`src/rtl/seq_sub_pkg.sv`:
```
// Shared types and constants for the sequential CLA subtractor.
// FSM encoding, default geometry and the counter-width helper.
package seq_sub_pkg;

    typedef enum logic [1:0] {
        ST_IDLE = 2'b00,
        ST_RUN  = 2'b01,
        ST_DONE = 2'b10
    } state_e;

    localparam int unsigned DEF_N     = 32'd64;
    localparam int unsigned DEF_CHUNK = 32'd8;

    // Ceiling log2; returns 0 for v <= 1.
    function automatic int unsigned clog2(input int unsigned v);
        int unsigned r;
        r = 32'd0;
        for (int i = 0; i < 32; i++) begin
            if ((32'd1 << i) < v) begin
                r = i + 32'd1;
            end else begin
                r = r;
            end
        end
        return r;
    endfunction

endpackage

```
`src/rtl/cla_chunk_adder.sv`:
```
// Combinational W-bit carry-lookahead adder: every carry is a flat
// sum-of-products over generate/propagate terms and the carry-in.
module cla_chunk_adder #(
    parameter int unsigned W = 32'd8
) (
    input  logic [W-1:0] x,
    input  logic [W-1:0] y,
    input  logic         cin,
    output logic [W-1:0] sum,
    output logic         cout
);

    logic [W-1:0] gen_s;
    logic [W-1:0] prop_s;
    logic [W:0]   carry_s;
    logic         term_s;
    logic         pchain_s;

    assign gen_s  = x & y;
    assign prop_s = x ^ y;

    // Expand c[i+1] = g[i] | p[i]g[i-1] | ... | p[i..0]cin without rippling.
    always_comb begin
        carry_s    = '0;
        term_s     = 1'b0;
        pchain_s   = 1'b0;
        carry_s[0] = cin;
        for (int i = 0; i < int'(W); i++) begin
            term_s   = gen_s[i];
            pchain_s = prop_s[i];
            for (int j = i - 1; j >= 0; j--) begin
                term_s   = term_s | (pchain_s & gen_s[j]);
                pchain_s = pchain_s & prop_s[j];
            end
            carry_s[i+1] = term_s | (pchain_s & cin);
        end
    end

    assign sum  = prop_s ^ carry_s[W-1:0];
    assign cout = carry_s[W];

endmodule

```
`src/rtl/nbit_seq_cla_subtractor.sv`:
```
// Multi-cycle N-bit subtractor (a + ~b + 1), CHUNK bits per clock.
// Optional add/subtract select port enabled by SEQ_SUB_ADD_MODE_EN.
module nbit_seq_cla_subtractor
    import seq_sub_pkg::*;
#(
    parameter int unsigned N     = DEF_N,
    parameter int unsigned CHUNK = DEF_CHUNK
) (
    input  logic         clk,
    input  logic         rst_n,
    input  logic         in_valid,
    output logic         in_ready,
    input  logic [N-1:0] a,
    input  logic [N-1:0] b,
`ifdef SEQ_SUB_ADD_MODE_EN
    input  logic         op,
`endif
    output logic         out_valid,
    input  logic         out_ready,
    output logic [N:0]   result
);

    localparam int unsigned NCH = N / CHUNK;
    localparam int unsigned CW  = (clog2(NCH) > 32'd0) ? clog2(NCH) : 32'd1;
    localparam logic [CW-1:0] LAST_CNT = CW'(NCH - 32'd1);

    if ((N % CHUNK) != 32'd0) begin : g_bad_chunk
        $error("N must be a multiple of CHUNK");
    end

    state_e           state_r;
    state_e           state_nxt_s;
    logic [CW-1:0]    cnt_r;
    logic [N-1:0]     a_sh_r;
    logic [N-1:0]     b_sh_r;
    logic [N-1:0]     acc_r;
    logic             carry_r;
    logic [N:0]       result_r;
    logic             in_ready_r;
    logic             out_valid_r;
    logic [CHUNK-1:0] sum_s;
    logic             cout_s;
    logic             accept_s;
    logic             last_s;
    logic [N-1:0]     b_load_s;
    logic             carry_load_s;
    logic             flag_s;
    logic [N+CHUNK-1:0] acc_cat_s;

    cla_chunk_adder #(.W(CHUNK)) u_chunk (
        .x    (a_sh_r[CHUNK-1:0]),
        .y    (b_sh_r[CHUNK-1:0]),
        .cin  (carry_r),
        .sum  (sum_s),
        .cout (cout_s)
    );

`ifdef SEQ_SUB_ADD_MODE_EN
    logic op_r;
    assign b_load_s     = op ? b : ~b;
    assign carry_load_s = ~op;
    // Add mode reports the raw carry; subtract reports borrow = ~carry.
    assign flag_s       = op_r ? cout_s : ~cout_s;

    // Latch the operation select alongside the operands.
    always_ff @(posedge clk or negedge rst_n) begin
        if (!rst_n) begin
            op_r <= 1'b0;
        end else if (accept_s) begin
            op_r <= op;
        end else begin
            op_r <= op_r;
        end
    end
`else
    assign b_load_s     = ~b;
    assign carry_load_s = 1'b1;
    assign flag_s       = ~cout_s;
`endif

    // New chunk enters from the MSB side of the accumulator.
    assign acc_cat_s = {sum_s, acc_r};

    // Next-state decode.
    always_comb begin
        state_nxt_s = state_r;
        accept_s    = 1'b0;
        last_s      = 1'b0;
        case (state_r)
            ST_IDLE: begin
                if (in_valid) begin
                    accept_s    = 1'b1;
                    state_nxt_s = ST_RUN;
                end else begin
                    state_nxt_s = ST_IDLE;
                end
            end
            ST_RUN: begin
                if (cnt_r == LAST_CNT) begin
                    last_s      = 1'b1;
                    state_nxt_s = ST_DONE;
                end else begin
                    state_nxt_s = ST_RUN;
                end
            end
            ST_DONE: begin
                if (out_ready) begin
                    state_nxt_s = ST_IDLE;
                end else begin
                    state_nxt_s = ST_DONE;
                end
            end
            default: begin
                state_nxt_s = ST_IDLE;
            end
        endcase
    end

    // State, handshake flags and datapath registers.
    always_ff @(posedge clk or negedge rst_n) begin
        if (!rst_n) begin
            state_r     <= ST_IDLE;
            cnt_r       <= '0;
            a_sh_r      <= '0;
            b_sh_r      <= '0;
            acc_r       <= '0;
            carry_r     <= 1'b0;
            result_r    <= '0;
            in_ready_r  <= 1'b1;
            out_valid_r <= 1'b0;
        end else begin
            state_r     <= state_nxt_s;
            in_ready_r  <= (state_nxt_s == ST_IDLE);
            out_valid_r <= (state_nxt_s == ST_DONE);
            if (accept_s) begin
                a_sh_r  <= a;
                b_sh_r  <= b_load_s;
                carry_r <= carry_load_s;
                cnt_r   <= '0;
            end else if (state_r == ST_RUN) begin
                a_sh_r  <= a_sh_r >> CHUNK;
                b_sh_r  <= b_sh_r >> CHUNK;
                carry_r <= cout_s;
                cnt_r   <= cnt_r + CW'(1);
                acc_r   <= acc_cat_s[N+CHUNK-1:CHUNK];
                // result only changes on the final chunk so it stays stable otherwise.
                if (last_s) begin
                    result_r <= {flag_s, acc_cat_s[N+CHUNK-1:CHUNK]};
                end else begin
                    result_r <= result_r;
                end
            end else begin
                cnt_r <= cnt_r;
            end
        end
    end

    assign in_ready  = in_ready_r;
    assign out_valid = out_valid_r;
    assign result    = result_r;

endmodule

```
`config.mk`:
```
export PLATFORM = sky130hd
export DESIGN_NAME = nbit_seq_cla_subtractor
export DESIGN_NICKNAME = d
export VERILOG_FILES = /design/src/rtl/seq_sub_pkg.sv /design/src/rtl/cla_chunk_adder.sv /design/src/rtl/nbit_seq_cla_subtractor.sv
export SDC_FILE = /design/constraint.sdc
export NUM_CORES = 1
export LEC_CHECK = 0
export ABC_AREA = 1
export BUFFER_PORTS_ARGS = -buffer_cell sky130_fd_sc_hd__buf_2
export CAP_MARGIN = 10
export CORE_MARGIN = 2
export CORE_UTILIZATION = 59
export CTS_CLUSTER_DIAMETER = 50
export CTS_CLUSTER_SIZE = 8
export DETAILED_ROUTE_END_ITERATION = 8
export PLACE_DENSITY = 0.84
export SETUP_SLACK_MARGIN = 0.02
export SYNTH_ARGS = -nofsm -noshare
export SYNTH_HDL_FRONTEND = slang
export SYNTH_SLANG_ARGS = --single-unit
```
`constraint.sdc`:
```
create_clock -name clk -period 4.4 [get_ports clk]
set_input_delay 0.44 -clock clk [delete_from_list [all_inputs] [get_ports clk]]
set_output_delay 0.44 -clock clk [all_outputs]
set_load 0.03 [all_outputs]
```
==> results of run 1 <==
-- routing by layer --
layer	GRT usage, %	part of all wire, %
met4	10.71	3.6
met3	7.296	7.8
met1	34.38	40
met2	43.03	48
met5	0	0.12
-- worst paths after layout --
check,cells after the start,to,slack [ps],start
setup / recovery,6,result[62]$_DFFE_PN0P_,1460,state_r[1]$_DFF_PN0_
hold / removal,1,result[18]$_DFFE_PN0P_,80,rst_n
setup reg to reg,6,result[62]$_DFFE_PN0P_,1460,state_r[1]$_DFF_PN0_
hold reg to reg,2,result[61]$_DFFE_PN0P_,470,result[61]$_DFFE_PN0P_
max in group asynchronous,2,result[53]$_DFFE_PN0P_,3300,rst_n
min in group clk,2,b_sh_r[62]$_DFFE_PN0P_,110,b[62]
-- per-stage QoR --
step / hold WS, ps / cell area [um^2] / util (%)
2_1_floorplan: 144.4 / 10450 / -
3_5_place_dp: 459.5 / 11520 / 66.61
5_1_grt: 104.0 / 12610 / 72.90
6_report: 79.76 / 12610 / 72.90
4_1_cts: 96.62 / 12610 / 72.90
3_3_place_gp: 460.0 / 11520 / 66.61
-- power breakdown --
| group | internal, mW | leakage (nW) | switching [mW] |
|---|---|---|---|
| registers | 3.43 | 3.27 | 0.589 |
| clock network | 1.70 | 0.532 | 0.964 |
| logic | 1.22 | 2.62 | 2.60 |
| total | 6.35 | 6.42 | 4.15 |
-- cells by family after synthesis --
group / count (synthesis)
simple gates: 500
flops: 257
compound gates: 201
buf+inv: 150
fa+ha+maj: 11
xor+xnor: 3
-- final cells by class --
class	instances	area, um^2
sequential	257	6432
fill	1270	4688
multi-input combinational	715	3402
timing repair buffer	207	1081
clock buffer	48	1052
inverter	86	324.1
tap	225	281.5
clock inverter	2	35.03
-- registers in the layout (all words and copies together) (netlist names) --
register   count
a_sh_r        64
acc_r         56
b_sh_r        64
carry_r        1
cnt_r          3
in_ready       1
out_valid      1
result        65
state_r        2
-- cell usage in the layout (no fill, tap or decap), drive strengths merged --
cell    Yosys  routed
nand2     432     432
dfrtp     256     256
buf        42     207
o21ai     113     113
inv        86      85
nand3      56      56
o211ai     56      56
clkbuf     22      48
o221ai     16      16
ha         10      10
a22o        9       9
nor2        9       9
a21oi       4       4
xor2        3       3
clkinv      0       2
nand3b      1       1
or2         1       1
a22oi       1       1
a32o        1       1
o21bai      1       1
nand4       1       1
fa          1       1
bufinv      0       1
dfstp       1       1
==> out/qor.csv, run 1 <==
stage,metric,value,unit
timing,tns,0,ps
place,io_buffers,198,
power_and_ir_drop,peakVddDrop,534.5,uV
timing,fmax,339.9,MHz
setup_path,crit_buf_inv,2,
global_route,grt_max_degree,146,
timing,maxSlewViolCount,0,
route,drc,0,
cts,clk_latency,500,ps
synthesis,yosysUniqueCellTypes,30,
synthesis,yosysMostFrequentCell,nand2_1,
route,drt-pass1-iter-count,5,
synthesis,yosysWarnings,0,
synthesis,synth_fp_nets,1265,
cts,clk_path_buf_depth,3,
setup_path,crit_path_max_fanout,116,
setup_path,worstSetupPathType,flip-flop to flip-flop,
cts,tritoncts,built,
timing,setup_violations,0,
synthesis,synth.area.mux_share,0,%
setup_path,critPathLaunchType,flip-flop,
cts,ctsHoldBuffers,0,
synthesis,synthesis.area,10450,um^2
synthesis,synth_top_family_by_area,simple AND/OR/NAND/NOR gates,
timing,period_needed,2942,ps
global_route,grt_pass1_vias,8124,
synthesis,synth_xor_area_share,0.2514,%
synthesis,synthSimpleGateAreaFrac,18.88,%
timing,worst_slew_pin_slew,1086,ps
status,run_status,"complete, no violations",
final_layout,antennaDiodeCount,0,
setup_path,cp_top_family,buffers and inverters,
synthesis,synth_seq_area_share,61.55,%
die,initial_core_util,60.42,%
route,viasPerCell,5.408,
route,num_vias,8329,
cts,cts_sinks,257,
die,dieArea,18800,um^2
place,dp_hpwl,15140,um
timing,post-route-period-util,66.87,%
worst_hold_path,holdCritPathClass,input port to asynchronous set/reset pin,
place,dp_slack,1472,ps
final_layout,area_growth_syn_to_layout,20.64,%
final_layout,fin_nets,1448,
flow_run,max-cap-violations,0,
route,ant_nets,0,
synthesis,synth_top_cell_area_share,61.30,%
synthesis,synthCells,1122,
die,die_x,137.1,um
setup_path,cp_cell_sequence,nor2_4 -> buf_4 -> nand2_4 -> inv_1 -> nand3_1 -> nand2_1,
global_route,grt_pass1_wl,39550,um
place,gp_congestion,0.9176,
power_and_ir_drop,power.density,832.9,nW/um^2
cts,cts_setup_buffers,0,
route,routed_wl,24170,um
route,wl_per_cell,15.69,um
final_layout,final_cells,1540,
timing,slew_headroom,27.57,%
setup_path,slowest_delay,790,ps
die,ioPinCount,199,
setup_path,cp_data_required_time,4830,ps
synthesis,async_flop_share,100.0,%
global_route,gr-total-overflow,0,
cts,clk_pin_slew_worst_paths,50,ps
synthesis,synth_ff_type,dfrtp_1,
cts,cts_buffers,38,
power_and_ir_drop,power,10.50,mW
die,core,17300,um^2
synthesis,synth_compound_area_share,11.96,%
synthesis,syn_area_per_cell,9.315,um^2
global_route,grt.total_usage,26.67,%
synthesis,synth_edf_count,0,
synthesis,yosys.area.top_type,dfrtp_1,
timing,setup_ws,1458,ps
cts,root_buffer,clkbuf_16,
timing,hold_viol,0,
cts,htreeDepth,2,
place,dp_cells,1490,
setup_path,endpoint_kind,flip-flop,
synthesis,synth-seq-cells,257,
final_layout,drive_above_1_share,19.77,%
power_and_ir_drop,power.leakage,6.422,nW
route,drt-initial-drc-count,667,
timing,rsz0062_at_grt,false,
timing,fin_skew,11.32,ps
synthesis,ys_top_cells_by_area,"dfrtp_1, nand2_1, o211ai_1, o21ai_0, inv_1",
setup_path,cpMaxStageDelayCell,buf_4,
die,die_h,137.1,um
cts,cts_resized,0,
global_route,antenna_found_initial,2,
synthesis,synth_commonest_cells,"nand2_1, dfrtp_1, inv_1, o21ai_0",
setup_path,arrival,3370,ps
synthesis,synthAdderAreaFrac,1.389,%
die,rows,48,
No activity file was read; power rests on OpenSTA's default activity.
==> run 2, diff against run 1 <==
--- a/config.mk
+++ b/config.mk
@@ -5,15 +5,15 @@
 export SDC_FILE = /design/constraint.sdc
 export NUM_CORES = 1
 export LEC_CHECK = 0
-export ABC_AREA = 1
+export ABC_AREA = 0
 export BUFFER_PORTS_ARGS = -buffer_cell sky130_fd_sc_hd__buf_2
 export CAP_MARGIN = 10
 export CORE_MARGIN = 2
-export CORE_UTILIZATION = 59
+export CORE_UTILIZATION = 56
 export CTS_CLUSTER_DIAMETER = 50
 export CTS_CLUSTER_SIZE = 8
 export DETAILED_ROUTE_END_ITERATION = 8
-export PLACE_DENSITY = 0.84
+export PLACE_DENSITY = 0.8
 export SETUP_SLACK_MARGIN = 0.02
 export SYNTH_ARGS = -nofsm -noshare
 export SYNTH_HDL_FRONTEND = slang
==> constraint.sdc (replaced) <==
create_clock -name clk -period 2.8 [get_ports clk]
set_input_delay 0.28 -clock clk [delete_from_list [all_inputs] [get_ports clk]]
set_output_delay 0.28 -clock clk [all_outputs]
set_load 0.03 [all_outputs]
==> run 2 against run 1 <==
Sequential share of layout area decreased by 1.9 points. Highest routed layer unchanged. Total power increased by 50%. First-iteration DRC count decreased by 3.9%. Final cell count decreased by 1.4%. Critical path type unchanged. Clock power increased by 49%.
==> out/qor.csv, run 2 <==
stage,metric,value,unit
synthesis,synth_top_cell_area_share,59.53,%
synthesis,synth_ff_type,dfrtp_1,
cts,clk_pin_slew_worst_paths,50,ps
status,run_status,"complete, no violations",
die,initial_core_util,57.34,%
final_layout,area_growth_syn_to_layout,21.85,%
route,drt-pass1-iter-count,5,
setup_path,cp_data_required_time,3170,ps
timing,fin_skew,23.31,ps
synthesis,synthesis.area,10760,um^2
synthesis,yosys.area.top_type,dfrtp_1,
timing,setup_ws,611.1,ps
final_layout,finish.utilization,69.87,%
route,viasPerCell,5.633,
die,ioPinCount,199,
synthesis,synth_seq_area_share,59.77,%
place,dp_slack,765.6,ps
final_layout,drive_above_1_share,25.98,%
route,routed_wl,25700,um
die,dieArea,20340,um^2
cts,htreeDepth,2,
timing,hold_viol,0,
timing,post-route-period-util,78.17,%
setup_path,cpMaxStageDelayCell,nand2b_1,
timing,fmax,456.9,MHz
timing,rsz0062_at_grt,false,
synthesis,synthCells,1075,
cts,clk_latency,500,ps
setup_path,arrival,2550,ps
synthesis,ys_top_cells_by_area,"dfrtp_1, nand2_1, o21ai_0, mux2_2, a22oi_1",
synthesis,yosysMostFrequentCell,nand2_1,
timing,tns,0,ps
final_layout,multi_input_area,3983,um^2
setup_path,cp_cell_sequence,buf_4 -> nor2b_4 -> nand2b_1 -> nand3_1 -> o21ai_0,
cts,clk_path_buf_depth,3,
synthesis,synth_fp_nets,1218,
timing,slew_headroom,35.78,%
final_layout,fillers,1418,
global_route,grt_pass1_vias,8407,
cts,cts_resized,0,
global_route,antenna_found_initial,3,
global_route,grt_max_degree,97,
final_layout,largest_reg_flops,65,
synthesis,syn_area_per_cell,10.01,um^2
die,die_h,142.6,um
worst_hold_path,holdCritPathClass,input port to flip-flop,
setup_path,endpoint_kind,flip-flop,
power_and_ir_drop,power.leakage,6.509,nW
setup_path,crit_path_max_fanout,58,
die,rows,50,
timing,worst_slew_pin_slew,963.3,ps
cts,tritoncts,built,
route,drt-initial-drc-count,641,
global_route,grt_pass1_wl,41730,um
route,wl_per_cell,16.92,um
timing,period_needed,2189,ps
route,ant_nets,0,
timing,setup_violations,0,
synthesis,synth-seq-cells,257,
power_and_ir_drop,power,15.74,mW
synthesis,yosysUniqueCellTypes,45,
synthesis,async_flop_share,100.0,%
route,drc,0,
power_and_ir_drop,peakVddDrop,638.0,uV
power_and_ir_drop,power.density,1201,nW/um^2
setup_path,critPathLaunchType,flip-flop,
synthesis,yosysWarnings,0,
place,gp_congestion,0.8410,
cts,cts_setup_buffers,0,
die,die_x,142.6,um
global_route,grt.total_usage,25.71,%
global_route,gr-total-overflow,0,
final_layout,final_common_cell,nand2_1,
cts,cts_sinks,257,
timing,maxSlewViolCount,0,
place,io_buffers,198,
final_layout,mostFrequentLayoutCells,"nand2_1, dfrtp_1, buf_2",
setup_path,worstSetupPathType,flip-flop to flip-flop,
final_layout,regArea,6437,um^2
flow_run,max-cap-violations,0,
cts,root_buffer,clkbuf_16,
setup_path,slowest_delay,620,ps
synthesis,synth_commonest_cells,"nand2_1, dfrtp_1, o21ai_0, nor2_1",
route,num_vias,8556,
cts,cts_buffers,38,
die,core,18770,um^2
final_layout,fin_nets,1415,
place,dp_hpwl,16150,um
synthesis,synth_edf_count,0,
==> run 2: per-stage QoR <==
step,instances,hold WS (ps),area (um^2)
after floorplan,1075,-15.59,10760
after global placement,1449,361.0,11900
after detailed placement,1449,359.9,11900
after CTS,1516,57.29,13110
after global routing,1518,70.31,13110
final,1519,65.21,13110
==> run 2: layout make-up <==
type	instances	share of cell area [%]
sequential	257	49.09
multi-input combinational	739	30.37
timing repair buffer	234	10.31
clock buffer	48	7.777
tap	234	2.233
clock inverter	2	0.1050
inverter	2	0.05725
antenna	3	0.05725
==> run 2: path summary, 6_finish.rpt <==
check | start | end | slack (ps) | depth (start not counted)
worst max-delay path | state_r[0]$_DFF_PN0_ | b_sh_r[59]$_DFFE_PN0P_ | 610 | 5
worst min-delay path | a[23] | a_sh_r[23]$_DFFE_PN0P_ | 70 | 3
worst max register to register | state_r[0]$_DFF_PN0_ | b_sh_r[59]$_DFFE_PN0P_ | 610 | 5
worst min register to register | acc_r[12]$_DFFE_PN0P_ | acc_r[12]$_DFFE_PN0P_ | 470 | 2
max in group asynchronous | rst_n | result[13]$_DFFE_PN0P_ | 1600 | 3
min in group asynchronous | rst_n | result[33]$_DFFE_PN0P_ | 390 | 2
==> run 2: critical path: cells and delay by family (launching register included) <==
kind,cells,cell delay (ps)
buffers and inverters,1,510
DFF,1,450
and+or+nand+nor,3,870
AOI/OAI and AO/OA,1,200
==> run 2: cell families (layout without fill, tap and decap cells) <==
kind of cell | Yosys count | after routing | synth area share (%)
XOR/XNOR | 3 | 3 | 0.2442
adder cells (fa/ha/maj) | 11 | 11 | 1.349
buffers and inverters | 79 | 286 | 3.488
other | 0 | 3 | 0
AND/OR/NAND/NOR | 402 | 402 | 14.92
multiplexers | 57 | 57 | 5.964
AO/OA/AOI/OAI | 266 | 266 | 14.27
flip-flops | 257 | 257 | 59.77
==> run 2: what timing repair did <==
action                                 in CTS  in global routing
setup endpoints to repair                   0                  0
endpoints found under the hold margin     106                  0
hold buffers                               17                  0
==> run 2: where the power goes <==
part	leakage (nW)	internal, mW	switching (mW)
Clock	0.506	2.51	1.49
Combinational	2.69	1.94	3.52
Sequential	3.31	5.31	0.978
==> run 2: routing by layer <==
layer | GRT usage, % | vias up | share of wire [%]
met2 | 45.02 | 294 | 51
met3 | 5.567 | 57 | 6.3
li1 | - | 4040 | -
met5 | 0 | - | 0.051
met4 | 7.400 | 2 | 2.2
met1 | 32.35 | 4163 | 41
